## config.mk

```make
export PLATFORM = sky130hd
export DESIGN_NAME = req_arbiter4
export DESIGN_NICKNAME = d
export VERILOG_FILES = /design/src/rtl/req_arbiter4.sv
export SDC_FILE = /design/constraint.sdc
export NUM_CORES = 1
export LEC_CHECK = 0
export ABC_CLOCK_PERIOD_IN_PS = 1400
export BUFFER_PORTS_ARGS = -buffer_cell sky130_fd_sc_hd__buf_4
export CAP_MARGIN = 20
export CORE_AREA = 3 3 40 42
export DETAILED_ROUTE_END_ITERATION = 7
export DIE_AREA = 0 0 43 45
export PLACE_DENSITY = 0.7
export SLEW_MARGIN = 0
export SYNTH_ARGS = -nofsm -noshare
export SYNTH_HDL_FRONTEND = slang
export SYNTH_SLANG_ARGS = --single-unit
```

## constraint.sdc

```tcl
create_clock -name clk -period 1.4 [get_ports clk]
set_input_delay 0.14 -clock clk [delete_from_list [all_inputs] [get_ports clk]]
set_output_delay 0.14 -clock clk [all_outputs]
set_load 0.005 [all_outputs]
```

## src/rtl/req_arbiter4.sv

```systemverilog
// req_arbiter4 -- four-requester round-robin arbiter for one shared resource.
// Latency: grant registered one cycle after a request is seen in IDLE; release one cycle after done.
// Backpressure: the owner keeps the grant until it pulses done (or the optional watchdog revokes it);
//               other requesters simply hold req and wait for their round-robin turn.
//
// Optional build macro: ARB_TIMEOUT_EN -- compiles in the hold watchdog (HOLD_MAX cycles max per grant).
//
// Ports:
//   clk      in   1  rising-edge clock
//   rst      in   1  asynchronous active-high reset
//   req      in   4  request lines, bit i = requester i
//   done     in   1  owner releases the resource (only looked at while granted)
//   gnt      out  4  one-hot grant, zero when idle
//   gnt_id   out  2  binary index of the grant, zero when idle
//   gnt_vld  out  1  a grant is active
//   timeout  out  1  one-cycle pulse when the watchdog revokes a grant (always 0 without the macro)
module req_arbiter4 #(
    parameter int HOLD_MAX = 16
) (
    input  logic       clk,
    input  logic       rst,
    input  logic [3:0] req,
    input  logic       done,
    output logic [3:0] gnt,
    output logic [1:0] gnt_id,
    output logic       gnt_vld,
    output logic       timeout
);

    // Elaboration-time guard on the watchdog limit (the counter is 8 bits wide).
    if (HOLD_MAX < 2 || HOLD_MAX > 255) begin : g_bad_hold_max
        $error("req_arbiter4: HOLD_MAX must be in 2..255");
    end

    typedef enum logic {
        S_IDLE  = 1'b0,
        S_GRANT = 1'b1
    } state_t;

    state_t     r_state;
    state_t     w_state_nxt;

    logic [3:0] r_gnt;
    logic [1:0] r_gnt_id;
    logic       r_gnt_vld;
    logic       r_timeout;
    logic [1:0] r_ptr;

    logic [3:0] w_gnt_nxt;
    logic [1:0] w_gnt_id_nxt;
    logic       w_gnt_vld_nxt;
    logic       w_timeout_nxt;
    logic [1:0] w_ptr_nxt;

    logic       w_found;
    logic [1:0] w_win;
    logic [1:0] w_cand;
    logic       w_wdog_fire;

    //------------------------------------------------------------------
    // Round-robin pick: scan ptr+1, ptr+2, ptr+3, ptr (mod 4); the last
    // winner is checked last so every waiting requester gets a turn
    // within four grants.
    //------------------------------------------------------------------
    always_comb begin
        w_found = 1'b0;
        w_win   = 2'b00;
        w_cand  = 2'b00;
        for (int k = 1; k <= 4; k++) begin
            w_cand = r_ptr + 2'(k);
            if (!w_found && req[w_cand]) begin
                w_found = 1'b1;
                w_win   = w_cand;
            end
        end
    end

    //------------------------------------------------------------------
    // Hold watchdog. The counter sits at zero in IDLE, which is the same
    // as clearing it on entry to GRANT, and counts GRANT cycles without
    // done. It fires in the GRANT cycle where the count has reached
    // HOLD_MAX-1, so a grant lasts at most HOLD_MAX cycles. A done in
    // that same cycle wins and is treated as a normal release.
    //------------------------------------------------------------------
`ifdef ARB_TIMEOUT_EN
    localparam logic [7:0] HOLD_LAST = 8'(HOLD_MAX - 1);

    logic [7:0] r_hold_cnt;

    always_ff @(posedge clk or posedge rst) begin
        if (rst) begin
            r_hold_cnt <= 8'd0;
        end else if (r_state == S_IDLE) begin
            r_hold_cnt <= 8'd0;
        end else if (!done) begin
            r_hold_cnt <= r_hold_cnt + 8'd1;
        end
    end

    assign w_wdog_fire = (r_state == S_GRANT) && !done && (r_hold_cnt == HOLD_LAST);
`else
    // No watchdog: a grant is held until done.
    assign w_wdog_fire = 1'b0;
`endif

    //------------------------------------------------------------------
    // State and output register. Reset parks ptr at 3 so the first
    // arbitration scans 0,1,2,3.
    //------------------------------------------------------------------
    always_ff @(posedge clk or posedge rst) begin
        if (rst) begin
            r_state   <= S_IDLE;
            r_gnt     <= 4'b0000;
            r_gnt_id  <= 2'b00;
            r_gnt_vld <= 1'b0;
            r_timeout <= 1'b0;
            r_ptr     <= 2'b11;
        end else begin
            r_state   <= w_state_nxt;
            r_gnt     <= w_gnt_nxt;
            r_gnt_id  <= w_gnt_id_nxt;
            r_gnt_vld <= w_gnt_vld_nxt;
            r_timeout <= w_timeout_nxt;
            r_ptr     <= w_ptr_nxt;
        end
    end

    //------------------------------------------------------------------
    // Next-state logic.
    //------------------------------------------------------------------
    always_comb begin
        w_state_nxt = r_state;
        case (r_state)
            S_IDLE: begin
                if (w_found) begin
                    w_state_nxt = S_GRANT;
                end
            end
            S_GRANT: begin
                if (done || w_wdog_fire) begin
                    w_state_nxt = S_IDLE;
                end
            end
            default: w_state_nxt = S_IDLE;
        endcase
    end

    //------------------------------------------------------------------
    // Next-output logic (values loaded into the output registers).
    // While granted, req is ignored and everything holds; leaving GRANT
    // always passes through one IDLE cycle where re-arbitration happens.
    //------------------------------------------------------------------
    always_comb begin
        w_gnt_nxt     = r_gnt;
        w_gnt_id_nxt  = r_gnt_id;
        w_gnt_vld_nxt = r_gnt_vld;
        w_timeout_nxt = 1'b0;
        w_ptr_nxt     = r_ptr;
        case (r_state)
            S_IDLE: begin
                if (w_found) begin
                    w_gnt_nxt     = 4'b0001 << w_win;
                    w_gnt_id_nxt  = w_win;
                    w_gnt_vld_nxt = 1'b1;
                    w_ptr_nxt     = w_win;
                end else begin
                    w_gnt_nxt     = 4'b0000;
                    w_gnt_id_nxt  = 2'b00;
                    w_gnt_vld_nxt = 1'b0;
                end
            end
            S_GRANT: begin
                if (done || w_wdog_fire) begin
                    w_gnt_nxt     = 4'b0000;
                    w_gnt_id_nxt  = 2'b00;
                    w_gnt_vld_nxt = 1'b0;
                    w_timeout_nxt = w_wdog_fire;
                end
            end
            default: begin
                w_gnt_nxt     = 4'b0000;
                w_gnt_id_nxt  = 2'b00;
                w_gnt_vld_nxt = 1'b0;
            end
        endcase
    end

    assign gnt     = r_gnt;
    assign gnt_id  = r_gnt_id;
    assign gnt_vld = r_gnt_vld;
    assign timeout = r_timeout;

endmodule

```

After elaboration in Yosys (flattened, before gate mapping). Index checks and enable logic that the tools add are counted.

Add/sub/neg operators: 3. $lt $le $gt $ge: 4. Equality and inequality tests: 1. Shift operators: 1. Multiplexer cells: 27. Bitwise gates (word level): 1. Reduce and logical (&&, ||, !) cells: 7.

Operators with widths (count): < comparator 2 x 3 -> 1 bit (second input constant) (4); two-way mux 2 bit (6); two-way mux 1 bit (11); binary-select mux 1 bit (select 2 bit) (4); two-way mux 4 bit (2); case mux 4 bit (2 select lines) (1); adder 2 bit (second input constant) (2); case mux 1 bit (2 select lines) (2); case mux 2 bit (2 select lines) (1); left shift 1 x 2 -> 4 bit (first input constant) (1); logical AND 1 bit (3); logical NOT 1 bit (3); adder 2 x 1 -> 2 bit (second input constant) (1); != test 2 bit (second input constant) (1); AND reduction 2 bit (1); inverter 1 bit (1).

Flip-flop bits (word level): 10. Input port bits: 7. Logic and storage cells: 49.

Logic depth before layout (Yosys ltp).
Depth in word-level cells: 16. Gate-level depth with buffers: 4.

Least setup slack after synthesis. No wires, ideal clock.

Kind: flip-flop to flip-flop. From: register r_ptr[0]. To: register r_gnt[2], in the netlist gnt[2]. Library setup time: 0.121 ns. Arrival: 1.250 ns. Path slack: 0.029 ns. Stages on the path, launching flop included: 5. Period minus slack after synthesis: 1.371 ns. Path through: dfstp_2 and3b_2 o31ai_4 nor2_2 a22o_1.

Longest elaborated chain between the ends: 16. Elaborated cells on any way between the ends: 28.

RTL lines: start, declared (RTL line 47) `logic [1:0] r_ptr;`; start signal, assigned (RTL line 124) `r_ptr <= w_ptr_nxt;`; adder 2 x 1 -> 2 bit (RTL line 70) `w_cand = r_ptr + 2'(k);`; binary-select mux 1 bit (select 2 bit) (RTL line 71) `if (!w_found && req[w_cand]) begin`; two-way mux 1 bit (implied by the code) (RTL line 71); two-way mux 1 bit (RTL line 71); logical NOT 1 bit (RTL line 71); logical AND 1 bit (RTL line 71); two-way mux 1 bit (RTL line 71); logical NOT 1 bit (RTL line 71); logical AND 1 bit (RTL line 71); two-way mux 1 bit (RTL line 71); logical NOT 1 bit (RTL line 71); logical AND 1 bit (RTL line 71); two-way mux 2 bit (RTL line 71); left shift 1 x 2 -> 4 bit (RTL line 162) `w_gnt_nxt = 4'b0001 << w_win;`; two-way mux 4 bit (*) (RTL line 161) `if (w_found) begin`; case mux 4 bit (2 select lines) (*) (RTL line 159) `case (r_state)`; end signal, assigned (RTL line 120) `r_gnt <= w_gnt_nxt;`; end, declared (RTL line 43) `logic [3:0] r_gnt;`.

Mark *: on every way between the ends. The rest lies on a longest branch, timed or not. The select of a mux whose other input is x is not followed. A chain may end at the register's enable or synchronous reset.

Worst setup path in the final report.
From: register r_ptr[1]. To: register r_gnt[0], in the netlist gnt[0].

Same word-level chain as after synthesis.

==> results.md <==
* Initial antenna violation count at 0
* Initial Utilization at 0.382
* Nets at 76
* Mapped Nets at 54
* Setup Viol. Count Final at 0
* Max-slew violation count at 0
* Switching power at 0.256 mW
* Ranking of synthesized cells by area: dfrtp_1 (41%), dfstp_2 (11%), nand2_1 (4.6%)
* Crit end category: flip-flop
* CP bufs+invs at 0
* Register area share after synthesis at 0.515
* I/O pin total at 15
* IO Port Bufs at 13
* Clock Latency Late Sink at about 0.26 ns
* Drt via density at 4.95
* Crit path launch type: flip-flop
* Layout cells sized above 1 at 0.485
* First-pass GRT wire length at 1610 um
* Met2 Wirelength at 493 um
* Internal power at approximately 0.66 mW
* Area Growth Syn to Fin at 39.8%
* Power per cell area at between 1000 and 1500 mW/mm^2
* Most common cell after layout, fill and taps aside: buf_4
* Mapped cell area at around 500 sq um
* Die width at 43 um
* Tot GR Track Use at 0.116
* Htree depth at 1
* WL final at 956 um
* Max Cap Violations at 0
* Most frequent cells in the layout: buf_4 (17), dfrtp_1 (8), nand2_1 (5)
* Detailed Place HPWL at around 730 um
* Post-synth top area share at 0.408
* Worst EP required at approximately 1.6 ns
* Row count at 13
* Asr flop ratio synth at 1.00
* Num CTS Buffers at 3
* Die H at 45 um
* Worst Skew at between 0.0008 and 0.0009 ns
* Routed metal-1 wire length at roughly 400 um
* Area of the multi-input gates at 229 sq um
* Uppermost layer routed: met4
* CP arrival at 1.60 ns
* DRT iter0 DRCs at 2
* Post-DR wirelength/cell at 11.5 um
* Grt total ovfl at 0
* Clock power share at 0.281
* Final setup TNS at 0 ns
* Switching share of power at 0.280
* Min Tclk post-route at roughly 1.4 ns
* Fillers at between 100 and 150
* Register Area at approximately 250 sq um
* Clk slew on worst S/H paths at 0.07 ns
* Primary FF master, synth: dfrtp_1
* Yosys cell types at 23
* Sequential Power Share at 0.428
* Hold Vio Cnt, Final at 0
* RD Place Congestion at about 0.70
* Combinational power share at 0.291
* Drt first pass iters at 2
* Syn avg cell area at between 10 and 15 sq um
* Vias post-DR at between 400 and 500
* Fmax at about 0.71 GHz
* Ys Warns at 0
* Die footprint at 0.00194 sq mm
* CP cell instances: mux2i_1 > o22ai_1 > a21oi_2 > a32o_2
* Crit path max fanout at 6
* Largest delay share family, worst path: flip-flops
* Largest stage delay on the critical path at between 0.5 and 0.6 ns
* Root buffer cell: clkbuf_4
* Core area at about 0.0013 sq mm
* Seq cells post-synth at 10
* Vias in the first global route at 360
* Leak at about 0.35 nW
* RSZ-0062 raised after global routing: true
* Period utilization at 1.00
* Status: finished clean
* Drt drc at 0
* Pin count of the biggest net entering global routing at 11
* CTS tree: built
* Final ANT Viol Nets at 0
* Slowest CP cell: dfstp_2
* Peak VDD IR at between 600 and 700 uV
* Routed wl met3 at about 44 um
* Diode count at 0
* Hold Path Class: input pin to flip-flop
* Clock Sinks at 10
* Synth Instances at 47
* Clock Path Buffers at 2
* Setup ws final at about 0.00028 ns
* Pre-CTS setup slack at -0.0229 ns
* Post-synth EDFFs at 0
* Critical setup path kind: flip-flop to flip-flop
* Yosys top cell by area: dfrtp_1
## area by class of cell
cell class | count | area share
clock buffers | 4 | 0.0529
inverters | 3 | 0.0164
multi-input cells | 33 | 0.334
flip-flops and latches | 10 | 0.369
well taps | 15 | 0.0274
repair buffers | 18 | 0.201
## synthesized netlist by cell type, types with 2 or more instances
master and number:
a21o_1 2, inv_1 3, a21oi_1 2, dfrtp_1 8
nor2_1 2, mux2i_1 2, nand2_1 6, dfstp_2 2
nor2b_1 3, o21ai_1 3, or2_2 2
## per-layer routing
metal | global-route usage | vias to the layer above
met2 | 0.168 | 9
met4 | 0.0723 | 0
met5 | 0 | -
met3 | 0.0359 | 4
li1 | - | 208
met1 | 0.150 | 190
## worst paths after layout
| kind | from | end | slack [ns] | cells after the start |
|---|---|---|---|---|
| min in group asynchronous | rst | gnt[1]$_DFFE_PP0P_ | 0.41 | 3 |
| hold / removal | done | r_state$_DFF_PP0_ | 0.07 | 2 |
| hold reg to reg | gnt_vld$_DFFE_PP0P_ | gnt_vld$_DFFE_PP0P_ | 0.48 | 2 |
| setup / recovery | r_ptr[1]$_DFFE_PP1P_ | gnt[0]$_DFFE_PP0P_ | 0.0003 | 4 |
| setup reg to reg | r_ptr[1]$_DFFE_PP1P_ | gnt[0]$_DFFE_PP0P_ | 0.0003 | 4 |
| max in group asynchronous | rst | r_ptr[1]$_DFFE_PP1P_ | 0.69 | 3 |
## power groups by stage
stage                     registers [mW]  logic, mW  clock network, mW
after floorplan                    0.395      0.133                  0
after global placement             0.397      0.230                  0
after detailed placement           0.399      0.232                  0
after CTS                          0.391      0.264              0.260
after global routing               0.400      0.294              0.280
final                              0.392      0.266              0.257
## logic make-up (layout without fill, tap and decap cells)
| logic type | Yosys count | after routing | synth area share |
|---|---|---|---|
| flip-flops | 10 | 10 | 0.515 |
| multiplexers | 2 | 2 | 0.0408 |
| buffers and inverters | 4 | 25 | 0.0383 |
| AO/OA/AOI/OAI | 13 | 13 | 0.214 |
| other | 1 | 1 | 0.00765 |
| AND/OR/NAND/NOR | 17 | 17 | 0.184 |
## through the flow
step / instances / power, mW / cell area [sq um] / util / hold WS, ns
5_1_grt: 83 / 0.974 / 686 / 0.534 / 0.0746
3_5_place_dp: 76 / 0.631 / 614 / 0.478 / 0.141
4_1_cts: 83 / 0.916 / 679 / 0.529 / 0.0741
3_3_place_gp: 76 / 0.628 / 614 / 0.478 / 0.137
6_report: 83 / 0.916 / 686 / 0.534 / 0.0719
2_1_floorplan: 47 / 0.528 / 490 / - / -0.0213
## repair_timing
item | CTS | global route
hold buffers | 1 | 0
endpoints found under the hold margin | 8 | 0
pin swaps | 4 | 1
gates resized for setup | 1 | 2
buffers inserted | 2 | 0
endpoints found under the setup margin | 4 | 5
## state kept, by name, indices dropped and copies added, names as in the netlist
register	cells
gnt_id	2
gnt_vld	1
r_ptr	2
r_state	1
gnt	4
(Power assumes the default switching activity.)
